## src/rtl/irq_pkg.sv

```systemverilog
// Shared types and defaults for the interrupt controller.
package irq_pkg;

    localparam int NSRC_DEFAULT = 8;

    typedef enum logic [1:0] {
        IDLE     = 2'd0,
        REQ      = 2'd1,
        WAIT_REL = 2'd2
    } irqState_t;

endpackage

```

## src/rtl/irq_prio_enc.sv

```systemverilog
// Combinational fixed-priority encoder: the lowest set index wins.
module irq_prio_enc #(
    parameter int N  = 8,
    parameter int IW = $clog2(N)
) (
    input  logic [N-1:0]  req,
    output logic          valid,
    output logic [IW-1:0] idx
);

    // Scanning downwards lets the lowest set bit overwrite any higher one.
    always_comb begin
        valid = 1'b0;
        idx   = '0;
        for (int i = N - 1; i >= 0; i--) begin
            if (req[i]) begin
                valid = 1'b1;
                idx   = IW'(i);
            end
        end
    end

endmodule

```

## src/rtl/irq_controller.sv

```systemverilog
// Edge-triggered, maskable interrupt controller with fixed-priority arbitration
// and a REQ / acknowledge / release handshake towards the processor.
module irq_controller
    import irq_pkg::*;
#(
    parameter int NSRC = NSRC_DEFAULT
) (
    input  logic                    clk,
    input  logic                    reset,
    input  logic [NSRC-1:0]         irq_src,
    input  logic                    mask_we,
    input  logic [NSRC-1:0]         mask_wdata,
    input  logic                    ExtlAck,
    output logic                    ExtIRQ,
    output logic [$clog2(NSRC)-1:0] irq_id,
    output logic [NSRC-1:0]         pending,
    output logic [NSRC-1:0]         mask
);

    localparam int IW = $clog2(NSRC);

    irqState_t       stateReg, stateNext;
    logic [IW-1:0]   irqIdReg, irqIdNext;
    logic [NSRC-1:0] srcQ;
    logic            srcArmed;
    logic [NSRC-1:0] pendingReg, maskReg;
    logic [NSRC-1:0] riseVec, clrVec, eligible;
    logic            ackClear;
    logic            winValid;
    logic [IW-1:0]   winIdx;

    // srcArmed stays low for the first edge after reset so a line already high
    // at release is sampled into srcQ without being treated as a new edge.
    assign riseVec  = irq_src & ~srcQ & {NSRC{srcArmed}};
    assign eligible = pendingReg & maskReg;

    genvar gi;
    generate
        for (gi = 0; gi < NSRC; gi++) begin : g_clr
            assign clrVec[gi] = ackClear && (irqIdReg == IW'(gi));
        end
    endgenerate

    irq_prio_enc #(
        .N  (NSRC),
        .IW (IW)
    ) u_prio (
        .req   (eligible),
        .valid (winValid),
        .idx   (winIdx)
    );

    always_comb begin
        stateNext = stateReg;
        irqIdNext = irqIdReg;
        ackClear  = 1'b0;
        case (stateReg)
            IDLE: begin
                if (winValid) begin
                    irqIdNext = winIdx;
                    stateNext = REQ;
                end
            end
            REQ: begin
                if (ExtlAck) begin
                    ackClear  = 1'b1;
                    stateNext = WAIT_REL;
                end
            end
            WAIT_REL: begin
                if (!ExtlAck) begin
                    stateNext = IDLE;
                end
            end
            default: stateNext = IDLE;
        endcase
    end

    always_ff @(posedge clk or posedge reset) begin
        if (reset) begin
            stateReg   <= IDLE;
            irqIdReg   <= '0;
            srcQ       <= '0;
            srcArmed   <= 1'b0;
            pendingReg <= '0;
            maskReg    <= '1;
        end else begin
            stateReg   <= stateNext;
            irqIdReg   <= irqIdNext;
            srcQ       <= irq_src;
            srcArmed   <= 1'b1;
            // A fresh edge in the ack cycle re-sets the bit being cleared.
            pendingReg <= (pendingReg & ~clrVec) | riseVec;
            if (mask_we) begin
                maskReg <= mask_wdata;
            end
        end
    end

    assign ExtIRQ  = (stateReg == REQ);
    assign irq_id  = irqIdReg;
    assign pending = pendingReg;
    assign mask    = maskReg;

endmodule

```

## config.mk

```make
export PLATFORM = sky130hd
export DESIGN_NAME = irq_controller
export DESIGN_NICKNAME = d
export VERILOG_FILES = /design/src/rtl/irq_pkg.sv /design/src/rtl/irq_prio_enc.sv /design/src/rtl/irq_controller.sv
export SDC_FILE = /design/constraint.sdc
export NUM_CORES = 1
export LEC_CHECK = 0
export ABC_AREA = 0
export ABC_CLOCK_PERIOD_IN_PS = 1500
export CORE_ASPECT_RATIO = 2
export CORE_MARGIN = 10
export CORE_UTILIZATION = 35
export CTS_CLUSTER_DIAMETER = 150
export DETAILED_ROUTE_END_ITERATION = 8
export PLACE_DENSITY = 0.62
export SYNTH_ARGS = -nofsm -noshare
export SYNTH_HDL_FRONTEND = slang
export SYNTH_SLANG_ARGS = --single-unit
export TNS_END_PERCENT = 100
```

## constraint.sdc

```tcl
create_clock -name clk -period 1.5 [get_ports clk]
set_input_delay 0.15 -clock clk [delete_from_list [all_inputs] [get_ports clk]]
set_output_delay 0.15 -clock clk [all_outputs]
set_load 0.02 [all_outputs]
```

* Word-level counts from Yosys, hierarchy flattened
Index checks and enable logic that the tools add are counted.
Operators by class: $add $sub $neg 0, multipliers 0, divide/modulo/power cells 0, order comparisons 0, equality and inequality tests 12, shift operators 0, mux-type cells 22, bitwise gates (word level) 7, reduce and logical (&&, ||, !) cells 12
Operators by type and width (number):
- $and 8x8->8 | 4
- $mux 3 | 8
- $not 8->8 | 2
- $eq 3x3->1 const B | 4
- $mux 1 | 10
- $logic_and 1x1->1 | 8
- $or 8x8->8 | 1
- $eq 3x2->1 const B | 2
- $mux 2 | 3
- $pmux 2 s3 | 1
- $ne 2x2->1 const B | 2
- $eq 3x1->1 const B | 1
- $logic_not 3->1 | 1
- $reduce_and 3->1 | 1
- $eq 2x1->1 const B | 1
- $eq 2x2->1 const B | 1
- $logic_not 2->1 | 1
- $ne 2x1->1 const B | 1
- $reduce_and 2->1 | 1
Storage, ports and cells: bits in registers 30, latch bits 0, memory bits (writable) 0, memory bits (read-only) 0, input port bits 20, output and inout port bits 20, logic and storage cells 59, memories 0

* Depth between registers and ports, before layout
depth in word-level cells 11, gate-level depth with buffers 4, gate-level depth less buffers 4

* Modules after synthesis
From an unflattened synthesis, not the netlist that was laid out.
Unflattened totals: cells, all modules 102, area total of the unflattened synthesis 1273.7 µm²
Modules (own cells, without submodules):
- irq_controller | times used 1, cells an instance 89, area an instance 1193.6 µm², seq. area each 760.7 µm²
- irq_prio_enc | times used 1, cells an instance 13, area an instance 80.1 µm², seq. area each 0.0 µm²

* Worst setup path before layout
Ideal clock, no wire load.
path type reg2reg, start point register maskReg[2], in the netlist mask[2], end point register irqIdReg[0], in the netlist irq_id[0], arrival time 1.119 ns, data required time 1.376 ns, path slack 0.257 ns, cell stages (with the launch flop) 5, path buffers 0, cells stage by stage dfstp_2 nand2_1 a31o_2 a31oi_1 o2bb2ai_1
Between the ends: word-level cells in the longest chain between the ends 5
RTL lines:
- start: declaration | RTL line irq_controller.sv:26 | logic [NSRC-1:0] pendingReg, maskReg;
- start signal: assignment | RTL line irq_controller.sv:95 | maskReg <= mask_wdata;
- $and 8x8->8 (*) | RTL line irq_controller.sv:35 | assign eligible = pendingReg & maskReg;
- $mux 1 (3 in series) | RTL line irq_prio_enc.sv:16 | if (req[i]) begin
- $reduce_and 2->1 (no source line)
- end signal: assignment | RTL line irq_controller.sv:89 | irqIdReg <= irqIdNext;
- end: declaration | RTL line irq_controller.sv:23 | logic [IW-1:0] irqIdReg, irqIdNext;
Every way passes the cells marked *; elsewhere a longest branch is shown, timed or not. A chain may end at the register's enable or synchronous reset.

* Worst setup path in the final report
start point register pendingReg[5], in the netlist pending[5], end point output port pending[5]
RTL lines:
- start: declaration | RTL line irq_controller.sv:26
- start signal: assignment | RTL line irq_controller.sv:93 | pendingReg <= (pendingReg & ~clrVec) | riseVec;
- end: declaration | RTL line irq_controller.sv:16 | output logic [NSRC-1:0] pending,
No word-level cell between the ends.

==> results.ini <==
[status]
status=complete, no violations

[logic_synthesis]
ys_async_sr_fraction_pct=100.0
synth_warnings=0
ys_seq_area_share_pct=61.73
ys_ff_latch=30
ys.flop_type=dfrtp_1
syn_avg_cell_area_um2=12.08
synth_edf_count=0
ys_types=27
syn_area_um2=1232
synthCells=102
syn-num-nets=122

[power]
ir_drop_v=0.0009244
p_leak_nw=0.7173
p_per_area_nw_per_um2=1698
finalPower_mw=2.970

[clock_tree]
cts_root_buf=clkbuf_8
clock_latency_ns=0.28
cts_tree=built
h-tree-depth=2
cts_hold_buf=0
cts_sinks=30
cts_buffers=5
path_clk_slew_ns=0.06
cts.path.max_buffers=2
postCtsSetupBuffers=0

[sta]
finalHoldViolCount=0
fmax_mhz=681.9
setup_viol=0
tns_ns=0
grt_setup_unrepaired=false
period_share_pct=97.77
drv_slew=0
final.min_clock_period_ns=1.467
worst_slack_ns=0.03346
clock_skew_ns=0.004984

[placed_design]
dp.cells=175
numPortBuffers=39
pre_cts_ws_ns=0.1076
dp_hpwl_mm=2.487
globalplace.congestion=0.8410

[drt]
wl_per_cell_um=17.08
wl_mm=3.125
via_per_inst=5.235
dr.pass1.iters=4
drt-initial-drc-count=20
ant_nets=0
drcViolationCount=0
vias=958

[final_layout]
fillCellCount=325
finalNonFillerCells=183
syn_to_final_growth_pct=41.93
diodes=0
fin_nets=170
final_cell_mix=clkdlybuf4s50_1 (26), dfrtp_1 (22), nand2_1 (16), dlygate4sd2_1 (11)
final_common_cell=clkdlybuf4s50_1
drive_gt1_share_pct=19.21

[die]
core_area_um2=3378
dieArea_um2=6439
die_y_um=103.9
rows=30
start_util_pct=36.48
io_pins=40
die_w_um=61.96

[setup_path]
rr_startpoint=pending[6]$_DFF_PP0_
cp-start-kind=flop
path_delay_family=buffers and inverters
required_ns=1.35
rr_worst_depth=4
crit_buf_inv=1
crit_chain=clkdlybuf4s50_1
startpoint=pending[5]$_DFF_PP0_
cp.arrival_ns=1.32
crit_type=flop to output pin
r2r_end=irq_id[0]$_DFFE_PP0P_
endpoint_kind=output pin
worstPathMaxFanout=4
slowest_delay_ns=0.65
cp.depth=1
crit_path_end=pending[5]
worst_path_max_delay_cell=clkdlybuf4s50_1
r2r_setup_slack_ns=0.19

[global_route]
antenna_found_initial=0
gr-max-usage-layer=met2
overflow=0
grt_pass1_wl_mm=5.126
grt_start_max_net_pins=31
met1_usage_pct=9.837
use_met3_pct=3.790
grt_pass1_vias=1026
track_usage_pct=10.69
grt_use_met2_pct=19.19

[min_path]
hold_class=primary input to async pin

[flow_run]
drv_cap=0

logic make-up after synthesis:
| family | share of synthesized area, % |
|---|---|
| flip-flops | 61.73 |
| other | 0.3043 |
| AND/OR/NAND/NOR | 14.62 |
| buffers and inverters | 1.827 |
| AO/OA/AOI/OAI | 14.21 |
| multiplexers | 7.310 |
through the flow:
stage | hold WS [ns] | utilization, % | instance area [µm²]
detailed placement | 0.4379 | 49.67 | 1678
floorplan | 0.1814 | - | 1232
CTS | 0.2621 | 51.63 | 1744
global route | 0.2764 | 51.78 | 1749
finish | 0.2533 | 51.78 | 1749
global placement | 0.4217 | 49.67 | 1678
how the worst min path moves through the flow:
stage	cells past startpoint	to	startpoint
2_1_floorplan	0	srcQ[0]$_DFF_PP0_	irq_src[0]
3_3_place_gp	1	pending[6]$_DFF_PP0_	srcQ[6]$_DFF_PP0_
3_5_place_dp	1	pending[6]$_DFF_PP0_	srcQ[6]$_DFF_PP0_
4_1_cts	3	pending[6]$_DFF_PP0_	reset
5_1_grt	3	srcQ[7]$_DFF_PP0_	reset
6_report	3	pending[6]$_DFF_PP0_	reset
cell type report:
cell class | instances | area (µm²) | share of cell area (%)
flip-flops and latches | 30 | 760.7 | 43.49
multi-input cells | 68 | 449.2 | 25.68
repair buffers | 43 | 411.6 | 23.53
clock buffers | 8 | 80.08 | 4.578
well taps | 32 | 40.04 | 2.289
inverters | 2 | 7.507 | 0.4292
cell usage after synthesis, types with 2 or more instances:
library cell	count	share of area, %
dfrtp_1	22	45
nand2_1	16	4.9
dfstp_2	8	17
mux2_2	8	7.3
nand3b_1	8	4.9
o21ai_0	8	3.2
a21oi_1	4	1.6
a22oi_1	3	1.8
and2b_2	2	1.4
inv_1	2	0.61
nand2b_1	2	1.0
nand3_1	2	0.81
nor2_1	2	0.61
o31ai_1	2	1.2
per-layer routing:
| metal | share of wire [%] | vias to the layer above |
|---|---|---|
| li1 | - | 460 |
| met1 | 35 | 464 |
| met2 | 58 | 26 |
| met3 | 5.3 | 8 |
| met4 | 2.5 | 0 |
| met5 | 0 | - |
what timing repair did:
| action | CTS | global route |
|---|---|---|
| resized for setup | 11 | 2 |
| endpoints found under the setup margin | 11 | 2 |
| endpoints found under the hold margin | 0 | 0 |
where the power goes:
| group | internal (mW) | switching, mW |
|---|---|---|
| clock | 0.329 | 0.280 |
| combinational | 0.538 | 0.610 |
| sequential | 1.02 | 0.193 |
| total | 1.89 | 1.08 |
flip-flops by register name (all words and copies together), names as in the netlist:
register	cells
irq_id	3
mask	8
pending	8
srcArmed	1
srcQ	8
stateReg	2
(Power assumes the default switching activity.)
==> RTL change 1 (same settings) <==
Make the reset (`reset`) synchronous in one clocked block.
--- a/src/rtl/irq_controller.sv
+++ b/src/rtl/irq_controller.sv
@@ -76,7 +76,7 @@
         endcase
     end
 
-    always_ff @(posedge clk or posedge reset) begin
+    always_ff @(posedge clk) begin
         if (reset) begin
             stateReg   <= IDLE;
             irqIdReg   <= '0;
Check against the original RTL: differs if reset is asserted again (counterexample within 4 cycles, from zero or initial values and one cycle with reset high); with reset held inactive, the same outputs for 10 cycles.
==> RTL change 1 against the unedited design <==
Sequential cell count stayed put; non-clock buffer count is 1 higher; final area is 0.21% lower; worst setup slack better by 0.011 ns; wire length is 5.5% higher; utilization is 0.47 points higher; critical path depth stayed put; synthesized area is 2.5% lower.
Power is not compared: it rests on default switching activity, and its combinational part moved more than twofold at a synthesized area within 25%.
==> RTL change 1: results (changes against the unedited design) <==
[outcome]
outcome=finished, final reports clean  ; unchanged

[global_routing]
met1_usage_pct=10.5  ; was 9.84%
grt_usage_pct=11.7  ; was 10.7%
grt_pass1_wl_um=5510  ; was 5130 um
grtUsageMet3_pct=3.95  ; was 3.79%
antenna_found_initial=0  ; unchanged
grt_start_max_net_pins=14  ; was 31
grt_pass1_vias=1170  ; was 1026
met2_usage_pct=21.3  ; was 19.2%

[yosys]
synth_common_cells=dfxtp_1 (30), nand2_1 (14), a21oi_1 (13), nor2b_1 (9), mux2i_1 (8)  ; was dfrtp_1 (22), nand2_1 (16)
yosysSeqAreaShare_pct=50.0  ; was 61.7%
syn-num-nets=145  ; was 122
synthDistinctLibCells=32  ; was 27
netlist_top_cells_area=dfxtp_1 (50%), mux2i_1 (6.7%), a21oi_1 (5.4%)  ; was dfrtp_1 (45%), dfstp_2 (17%), mux2_2 (7.3%)
ys_async_sr_fraction_pct=0  ; was 100%

[place]
gp_congestion=0.788  ; was 0.841
io_buffers=39  ; unchanged
hpwl_um=2680  ; was 2490 um
placed_cell_area_um2=1650  ; was 1680 um2

[cts]
clk_latency_ns=0.28  ; about the same
ctsHtreeMaxLevel=2  ; unchanged

[setup_path]
timing.rr.start=mask[6]  ; was pending[6]

[finish]
fin_nets=191  ; was 170
drive_above_1_share_pct=11.6  ; was 19.2%
fillers=313  ; was 325

[sta]
fin_skew_ns=0.00144  ; was 0.00498 ns

[min_path]
hold_class=input pin to flip-flop  ; was input pin to asynchronous set/reset pin

[route]
wl_um=3300  ; was 3130 um
vias_per_cell=5.10  ; was 5.23

RTL change 1: cell count changes after synthesis, sizes merged, moves of 3 or more:
| cell | change |
|---|---|
| nor2b | +10 |
| nor2 | +3 |
| a21oi | +9 |
| dfxtp | +30 |
| mux2 | -8 |
| dfrtp | -22 |
| dfstp | -8 |
| mux2i | +8 |
RTL change 1: power by group:
group / total [mW] / internal (mW) / switching [mW]
Sequential: 0.918 / 0.858 / 0.0596
Combinational: 0.421 / 0.213 / 0.208
Clock: 0.661 / 0.369 / 0.292
RTL change 1: timing repair:
action,in CTS,in global routing
resized for setup,3,5
endpoints found under the setup margin,3,5
setup buffers,0,0
RTL change 1: routing by layer:
| metal | part of all wire [%] | routed length, um | up-vias |
|---|---|---|---|
| li1 | - | - | 526 |
| met1 | 36 | 1170 | 485 |
| met2 | 58 | 1900 | 22 |
| met3 | 4.1 | 136 | 7 |
| met4 | 2.7 | 90 | 0 |
| met5 | 0 | 0 | - |
RTL change 1: path summary, 6_finish.rpt:
kind	endpoint	slack (ns)	depth (start not counted)
hold / removal	srcQ[2]	0.44	2
setup / recovery	mask[6]	0.04	1
hold reg to reg	pending[1]	0.49	2
setup reg to reg	irq_id[0]	0.28	4
RTL change 1: layout make-up:
class / count / area (um2) / share of cell area, %
clock buffer: 7 / 86.3 / 4.95
clock inverter: 1 / 5.00 / 0.287
inverter: 3 / 11.3 / 0.645
multi-input combinational: 87 / 566 / 32.4
sequential: 30 / 601 / 34.4
tap: 32 / 40.0 / 2.29
timing repair buffer: 44 / 437 / 25.0
RTL change 1: stage by stage:
step | hold WS (ns) | instances | setup slack, ns | util, % | total power [mW]
6_report | 0.441 | 204 | 0.0444 | 52.2 | 2.00
4_1_cts | 0.432 | 204 | 0.0142 | 51.9 | 2.03
2_1_floorplan | 0.278 | 125 | 0.371 | - | 1.16
3_5_place_dp | 0.485 | 196 | 0.151 | 49.3 | 1.37
3_3_place_gp | 0.475 | 196 | 0.170 | 49.3 | 1.36
5_1_grt | 0.449 | 204 | 0.00253 | 52.2 | 2.10
RTL change 1: logic make-up (layout without fill, tap and decap cells):
family | count (synthesis) | after routing | synth area share [%]
mux | 8 | 8 | 6.67
flops | 30 | 30 | 50.0
buf+inv | 8 | 55 | 2.92
xor+xnor | 1 | 1 | 0.729
compound gates | 32 | 32 | 17.8
simple gates | 46 | 46 | 21.9
==> RTL change 2 (same flow settings) <==
Without the edit above. Set the package constant `NSRC_DEFAULT` to 4 (it was 8).
--- a/src/rtl/irq_pkg.sv
+++ b/src/rtl/irq_pkg.sv
@@ -1,7 +1,7 @@
 // Shared types and defaults for the interrupt controller.
 package irq_pkg;
 
-    localparam int NSRC_DEFAULT = 8;
+    localparam int NSRC_DEFAULT = 4;
 
     typedef enum logic [1:0] {
         IDLE     = 2'd0,
Interface: changed (5 resized); port bits go from 40 to 23. The function was not compared with the original's and may differ.
==> RTL change 2 against the unedited design <==
Via count is 46% lower; final area is 45% lower; first-iteration DRC count is 30% lower; power is 46% lower; hold slack worse by 0.083 ns; worst setup slack better by 0.036 ns; count of clock-buffer cells in the layout is 4 lower; sequential cell count is 13 lower; highest routed layer unchanged; synthesized area is 45% lower; critical path type unchanged; wire length is 51% lower.
==> RTL change 2: results (changes against the unedited design) <==
[place]
placed_cell_area_um2=942  ; was 1680 um2
hpwl_um=1240  ; was 2490 um
gp_congestion=0.744  ; was 0.841
dpl_worst_slack_ns=0.141  ; was 0.108 ns
io_buffers=22  ; was 39
dp.cells=102  ; was 175

[cts]
ctsHtreeMaxLevel=1  ; was 2
ctsResizeCount=9  ; was 11
root_buffer=clkbuf_4  ; was clkbuf_8
clk_pin_slew_ns=0.09  ; was 0.06 ns
clk_latency_ns=0.28  ; about the same
numCtsBuffers=3  ; was 5
ctsLongestPathBuffers=2  ; unchanged

[global_routing]
grt_pass1_wl_um=2550  ; was 5130 um
met2_usage_pct=14.1  ; was 19.2%
grtUsageMet3_pct=2.50  ; was 3.79%
grt_usage_pct=7.92  ; was 10.7%
grt_start_max_net_pins=18  ; was 31
grt_pass1_vias=551  ; was 1026
met1_usage_pct=7.39  ; was 9.84%

[sta]
fin_skew_ns=0.00326  ; was 0.00498 ns

[yosys]
netlist_top_cells_area=dfrtp_1 (48%), dfstp_2 (16%), mux2_2 (6.7%)  ; was dfrtp_1 (45%), dfstp_2 (17%), mux2_2 (7.3%)
synth_common_cells=dfrtp_1 (13), nand2_1 (8), dfstp_2 (4), inv_1 (4), mux2_2 (4)  ; was dfrtp_1 (22), nand2_1 (16)
yosysSeqAreaShare_pct=63.6  ; was 61.7%
synth-xor-area-share_pct=1.29  ; was 0%
syn-num-nets=66  ; was 122
synthMuxAreaShare_pct=8.13  ; was 7.31%
synthDistinctLibCells=23  ; was 27
synth_compound_area_share_pct=10.9  ; was 14.2%
yosys_warnings=0  ; unchanged
synth_fa_ha_area_share_pct=0  ; unchanged
avgSynthCellArea_um2=12.5  ; was 12.1 um2
ys_async_sr_fraction_pct=100  ; unchanged

[finish]
fin_cells=106  ; was 183
fillers=201  ; was 325
post-route-util_pct=52.0  ; was 51.8%
drive_above_1_share_pct=20.7  ; was 19.2%
diodes=0  ; unchanged
fin_nets=95  ; was 170

[route]
wl_met2_um=850  ; was 1800 um
drtIter0Drc=14  ; was 20
wl_met3_um=112  ; was 165 um
wl_per_cell_um=14.6  ; was 17.1 um
vias_per_cell=4.91  ; was 5.23
dr.pass1.iters=4  ; unchanged
route.top_layer_used=met4  ; unchanged
m1WireLength_um=564  ; was 1080 um

[setup_path]
cpPeakStageDelay_ns=0.62  ; was 0.65 ns
cp_slowest_cell=clkdlybuf4s50_1  ; unchanged
path_max_fanout=3  ; was 4
arrival_ns=1.28  ; was 1.32 ns

[outcome]
outcome=finished, final reports clean  ; unchanged

[power]
p_leak_nw=0.419  ; was 0.717 nW
vdd_drop_max_mv=0.876  ; was 0.924 mV

[min_path]
hold_class=input pin to asynchronous set/reset pin  ; unchanged

==> RTL change 2: area by class of cell <==
| type | instances | share of cell area [%] |
|---|---|---|
| Clock buffer | 4 | 2.74 |
| Inverter | 4 | 1.56 |
| Multi-Input combinational cell | 33 | 24.1 |
| Sequential cell | 17 | 44.9 |
| Tap cell | 24 | 3.13 |
| Timing Repair Buffer | 24 | 23.6 |
==> RTL change 2: final timing paths <==
path | from | end | slack, ns | depth (start not counted)
setup / recovery | pending[0] | pending[0] | 0.07 | 1
hold / removal | reset | srcQ[1] | 0.17 | 3
setup reg to reg | stateReg[1] | pending[0] | 0.33 | 3
hold reg to reg | srcQ[2] | pending[2] | 0.42 | 1
max in group asynchronous | reset | mask[2] | 1.08 | 3
min in group clk | irq_src[2] | srcQ[2] | 0.33 | 1
==> RTL change 2: power by group <==
group          internal (mW)  total (mW)  leakage [nW]  switching [mW]
registers              0.584       0.706         0.190           0.123
logic                  0.326       0.661         0.214           0.335
clock network          0.103       0.237        0.0150           0.134
